File: config.mk
export PLATFORM = sky130hd
export DESIGN_NAME = add20_share_ctrl
export DESIGN_NICKNAME = d
export VERILOG_FILES = /design/src/rtl/add20_share_ctrl.sv
export SDC_FILE = /design/constraint.sdc
export NUM_CORES = 1
export LEC_CHECK = 0
export ABC_AREA = 1
export BUFFER_PORTS_ARGS = -buffer_cell sky130_fd_sc_hd__buf_2
export CAP_MARGIN = 40
export CORE_MARGIN = 2
export CORE_UTILIZATION = 31
export CTS_CLUSTER_DIAMETER = 80
export DETAILED_ROUTE_END_ITERATION = 10
export GPL_TIMING_DRIVEN = 0
export SLEW_MARGIN = 10
export SYNTH_ARGS = -nofsm -noshare
export SYNTH_HDL_FRONTEND = slang
export SYNTH_SLANG_ARGS = --single-unit
File: constraint.sdc
create_clock -name clk -period 4.18 [get_ports clk]
set_input_delay 0.418 -clock clk [delete_from_list [all_inputs] [get_ports clk]]
set_output_delay 0.418 -clock clk [all_outputs]
set_load 0.01 [all_outputs]
File: src/rtl/add20_share_ctrl.sv
`timescale 1ns/1ps
// add20_share_ctrl
// ----------------
// Time-shares one external 20-bit ripple adder (no carry-in) between NREQ
// requesters. Grants are round-robin, and only one operation is in flight at
// a time.
//
// Subtraction a - b takes two passes through the adder:
//   pass 1 (NEG): ~b + 1 -> b register
//   pass 2 (SUM): a + b  -> result
// Addition uses the SUM pass only.
//
// Ports
//   clk         system clock, rising edge
//   rst         synchronous reset, active-high
//   req_valid   [NREQ]    requester i has an operation pending
//   req_ready   [NREQ]    one-hot grant, one cycle wide, only in IDLE
//   req_a       [NREQ*W]  operand a, requester i at [i*W +: W]
//   req_b       [NREQ*W]  operand b, same packing
//   req_sub     [NREQ]    1 = a - b, 0 = a + b
//   resp_valid            result available (RESP state)
//   resp_ready            consumer accepts result
//   resp_id     [IDW]     requester that owns the result
//   resp_sum    [W]       result modulo 2^20
//   resp_cout             raw carry-out of the final adder pass
//   add_a/add_b [W]       operands driven to the shared adder
//   add_sum     [W]       adder sum (combinational from add_a/add_b)
//   add_cout              adder carry-out
//   busy                  high in any state other than IDLE
module add20_share_ctrl #(
    parameter int NREQ = 4,
    parameter int W    = 20,
    localparam int IDW = $clog2(NREQ)
) (
    input  logic                clk,
    input  logic                rst,
    input  logic [NREQ-1:0]     req_valid,
    output logic [NREQ-1:0]     req_ready,
    input  logic [NREQ*W-1:0]   req_a,
    input  logic [NREQ*W-1:0]   req_b,
    input  logic [NREQ-1:0]     req_sub,
    output logic                resp_valid,
    input  logic                resp_ready,
    output logic [IDW-1:0]      resp_id,
    output logic [W-1:0]        resp_sum,
    output logic                resp_cout,
    output logic [W-1:0]        add_a,
    output logic [W-1:0]        add_b,
    input  logic [W-1:0]        add_sum,
    input  logic                add_cout,
    output logic                busy
);

    typedef enum logic [1:0] {
        IDLE,
        NEG,
        SUM,
        RESP
    } state_t;

    state_t          state;
    state_t          state_next;

    logic [IDW-1:0]  ptr;
    logic [IDW-1:0]  ptr_next;
    logic [W-1:0]    a_q;
    logic [W-1:0]    b_q;
    logic [IDW-1:0]  id_q;

    logic            grant_found;
    logic [IDW-1:0]  grant_id;
    logic            grant_take;
    logic [IDW:0]    cand_w;
    logic [IDW-1:0]  cand;
    logic [IDW:0]    ptr_inc;

    // Round-robin search: candidates ptr, ptr+1, ... wrapped modulo NREQ.
    // The first one with req_valid set wins. One extra bit on cand_w keeps
    // ptr+k from overflowing before the wrap.
    always_comb begin
        grant_found = 1'b0;
        grant_id    = '0;
        cand_w      = '0;
        cand        = '0;
        for (int k = 0; k < NREQ; k++) begin
            cand_w = {1'b0, ptr} + (IDW+1)'(k);
            if (cand_w >= (IDW+1)'(NREQ)) begin
                cand_w = cand_w - (IDW+1)'(NREQ);
            end
            cand = cand_w[IDW-1:0];
            if (!grant_found && req_valid[cand]) begin
                grant_found = 1'b1;
                grant_id    = cand;
            end
        end
    end

    // The pointer moves to the requester just after the one granted.
    // grant_id < NREQ, so the only wrap case is grant_id + 1 == NREQ.
    always_comb begin
        ptr_inc  = {1'b0, grant_id} + (IDW+1)'(1);
        ptr_next = ptr_inc[IDW-1:0];
        if (ptr_inc == (IDW+1)'(NREQ)) begin
            ptr_next = '0;
        end
    end

    // A grant is blocked while rst is high, so no req_ready pulse appears
    // during a reset cycle.
    assign grant_take = (state == IDLE) && grant_found && !rst;

    always_ff @(posedge clk) begin
        if (rst) begin
            state <= IDLE;
        end else begin
            state <= state_next;
        end
    end

    // Next-state logic and the per-state drive of the grant and adder operands.
    always_comb begin
        state_next = state;
        req_ready  = '0;
        add_a      = '0;
        add_b      = '0;
        resp_valid = 1'b0;
        busy       = (state != IDLE);
        case (state)
            IDLE: begin
                if (grant_take) begin
                    req_ready[grant_id] = 1'b1;
                    state_next = req_sub[grant_id] ? NEG : SUM;
                end
            end
            NEG: begin
                add_a      = ~b_q;
                add_b      = W'(1);
                state_next = SUM;
            end
            SUM: begin
                add_a      = a_q;
                add_b      = b_q;
                state_next = RESP;
            end
            RESP: begin
                resp_valid = 1'b1;
                if (resp_ready) begin
                    state_next = IDLE;
                end
            end
            default: begin
                state_next = IDLE;
            end
        endcase
    end

    // Operand capture on the grant edge, two's-complement negation of b in
    // NEG, and result capture in SUM. The NEG carry-out is dropped: it only
    // comes out 1 for b == 0, where ~0 + 1 wraps to 0.
    always_ff @(posedge clk) begin
        if (rst) begin
            ptr       <= '0;
            a_q       <= '0;
            b_q       <= '0;
            id_q      <= '0;
            resp_sum  <= '0;
            resp_cout <= 1'b0;
            resp_id   <= '0;
        end else begin
            case (state)
                IDLE: begin
                    if (grant_take) begin
                        a_q  <= req_a[grant_id*W +: W];
                        b_q  <= req_b[grant_id*W +: W];
                        id_q <= grant_id;
                        ptr  <= ptr_next;
                    end
                end
                NEG: begin
                    b_q <= add_sum;
                end
                SUM: begin
                    resp_sum  <= add_sum;
                    resp_cout <= add_cout;
                    resp_id   <= id_q;
                end
                default: begin
                end
            endcase
        end
    end

endmodule

==> flow_metrics.py <==
metrics = {
    "outcome": {
        "status": "finished clean",
    },
    "final_layout": {
        "areaGrowthSynthToFinish_pct": 37.6,
        "final_common_cell": "buf_2",
        "fill_cells": 1835,
        "mostFrequentLayoutCells": "buf_2 (276), nand2_1 (232), nand3_1 (141)",
        "layout.nets": 1340,
        "n_antenna_cell": 0,
        "fin_cells": 1362,
        "layout-drive-gt1-share": 0.285,
    },
    "worst_hold_path": {
        "min_path_type": "in -> reg",
    },
    "place": {
        "dp.cells": 1347,
        "hpwl_mm": 17.0,
        "place_congestion": 0.907,
        "portBuffers": 260,
        "preCtsSetupSlack_ps": 1490,
    },
    "flow_run": {
        "max-cap-violations": 0,
    },
    "critical_path": {
        "cp_max_fo": 10,
        "endpoint_kind": "output port",
        "path_cells": "buf_4 -> inv_4 -> nand2_1 -> nand3_2 -> nand2_2 -> inv_2 -> nand2_1 -> nand2_2 -> nand3_2 -> inv_1 -> buf_2 -> ha_1 -> inv_1 -> nor2_1 -> buf_2",
        "slowest_delay_ps": 300,
        "worst_setup_path_start_kind": "register",
        "worstPathArrival_ps": 2610,
        "crit_buf_inv": 7,
        "path_class": "reg -> out",
        "required_ps": 3760,
        "cp_slowest_cell": "dfxtp_1",
        "crit_family": "buffers and inverters",
    },
    "floorplan": {
        "fp.dieH_um": 132,
        "initial_core_util": 0.318,
        "rows": 46,
        "pin_count": 261,
        "die_w_um": 132,
        "coreArea_sq_um": 15900,
        "die-area_sq_um": 17400,
    },
    "timing": {
        "timing.fmax_mhz": 331,
        "slew_headroom": 0.629,
        "finalMaxSlewViolations": 0,
        "finalClockSkew_ps": 6.10,
        "setup_ws_ps": 1150,
        "rsz0062_at_grt": "no",
        "final_hold_viol_count": 0,
        "hold_ws_ps": 325,
        "period_minus_slack_ps": 3030,
        "setup_tns_ps": 0,
        "setup_viol": 0,
        "worst_pin_slew_ps": 557,
        "period_share": 0.724,
    },
    "synth": {
        "synth_area_sq_um": 5070,
        "yosys_warnings": 0,
        "yosysUniqueCellTypes": 28,
        "synthTopCellsByArea": "dfxtp_1 (27%), nand2_1 (17%), nand3_1 (14%), inv_1 (8.5%), nor2_1 (5.6%)",
        "synth_area_leader_cell": "dfxtp_1",
        "synth-seq-area-share": 0.273,
        "syn_avg_cell_area_sq_um": 5.82,
        "syn_nets": 1069,
        "synth-seq-cells": 69,
        "synth_cells": 871,
        "synth.top_cell.area_share": 0.273,
    },
    "clocking": {
        "clock_path_buffers": 2,
        "cts-root-buf": "clkbuf_16",
        "cts_made_buffers": 9,
        "cts_sinks": 69,
        "cts-resized-gates": 0,
        "cts_tree": "yes",
        "clk_latency_ps": 330,
        "htreeDepth": 3,
        "postCtsHoldBufs": 0,
        "clk_pin_slew_ps": 60,
        "cts_setup_buffers": 0,
    },
    "drt": {
        "first_pass_iters": 6,
        "wl_per_cell_um": 15.4,
        "routed-via-count": 6446,
        "drtAntennaViolNets": 0,
        "drc": 0,
        "routed_wl_mm": 20.9,
        "drt-initial-drc-count": 460,
        "vias_per_cell": 4.73,
    },
    "global_route": {
        "grt_pass1_wl_mm": 32.9,
        "grt_pass1_vias": 6208,
        "use_met1": 0.289,
        "grt_usage": 0.237,
        "busiest_layer": "met2",
        "grt_start_max_net_pins": 12,
        "antenna_found_initial": 0,
        "grt_util_met3": 0.0542,
        "gr-total-overflow": 0,
        "use_met2": 0.418,
    },
    "power_and_ir_drop": {
        "ir_drop_mv": 0.269,
        "p_leak_nw": 4.11,
        "pwr_density_cell_nw_per_um2": 796,
    },
}
## stage by stage
step	utilization	power [mW]	area [sq um]
after global routing	0.437	6.06	6970
after global placement	0.416	4.69	6640
after floorplan	-	3.45	5070
final	0.437	5.55	6970
after detailed placement	0.416	4.69	6640
after CTS	0.437	5.56	6970
## path summary, 6_finish.rpt
path / to / cells past startpoint / slack [ps] / from
hold reg to reg: resp_id[0] / 2 / 460 / id_q[0]
setup reg to reg: b_q[8] / 14 / 1730 / ptr[0]
setup / recovery: req_ready[3] / 15 / 1150 / ptr[0]
hold / removal: resp_cout / 3 / 330 / add_cout
## area by class of cell
| class | instances | area [sq um] | share of cell area |
|---|---|---|---|
| plain buffers | 61 | 287 | 0.0411 |
| multi-input cells | 620 | 2940 | 0.422 |
| flip-flops and latches | 69 | 1380 | 0.198 |
| inverters | 121 | 457 | 0.0655 |
| clock inverters | 3 | 67.6 | 0.00969 |
| repair buffers | 260 | 1300 | 0.187 |
| clock buffers | 12 | 267 | 0.0382 |
| well taps | 216 | 270 | 0.0388 |
## cells by family after synthesis
group | Yosys count | synth area share
AOI/OAI and AO/OA | 113 | 0.127
DFF | 69 | 0.273
buffers and inverters | 182 | 0.147
adders and majority gates | 6 | 0.0148
and+or+nand+nor | 501 | 0.439
## worst register-to-register path, cell delays in order, from the launching register on
cell,delay [ps]
dfxtp_1,300
buf_4,170
inv_4,110
nand2_1,70
nand2_2,100
nand2_1,50
nand2_1,130
nor2_4,50
nand3_1,100
nand4_1,400
buf_2,390
nand3_1,120
nand3_1,120
nand2_1,160
a21oi_1,70
## power by group
group          internal (mW)  leakage [nW]  switching [mW]
combinational           1.19          3.38            2.41
clock                  0.568         0.161           0.285
sequential             0.911         0.570           0.186
total                   2.67          4.11            2.88
## registers in the layout, indices dropped and copies added (netlist names)
signal	flops
b_q	20
resp_sum	20
ptr	2
resp_cout	1
id_q	2
resp_id	2
state	2
a_q	20
## synthesized netlist by cell type
| library cell | number |
|---|---|
| nand2_1 | 232 |
| nand3_1 | 141 |
| inv_1 | 115 |
| nor2_1 | 75 |
| dfxtp_1 | 69 |
| o21ai_0 | 47 |
| a21oi_1 | 35 |
| clkbuf_1 | 29 |
| nand4_1 | 26 |
| a2bb2oi_1 | 20 |
| buf_2 | 16 |
| or2_2 | 11 |
| buf_1 | 9 |
| o21ai_1 | 9 |
| ha_1 | 6 |
| nand2_2 | 5 |
| buf_4 | 4 |
| inv_2 | 4 |
| buf_6 | 3 |
| nand3_2 | 3 |
| nor2_4 | 3 |
| nor3_1 | 2 |
| o22ai_1 | 2 |
| and2_1 | 1 |
| clkinv_1 | 1 |
| inv_4 | 1 |
| nand3_4 | 1 |
| nor2_2 | 1 |
## routing by layer
metal,wire length [um],up-vias
met5,0,-
met4,423,0
met3,1420,25
met2,9940,263
met1,9150,2832
li1,-,3326
Note: power is estimated with default switching activity, not from simulation.
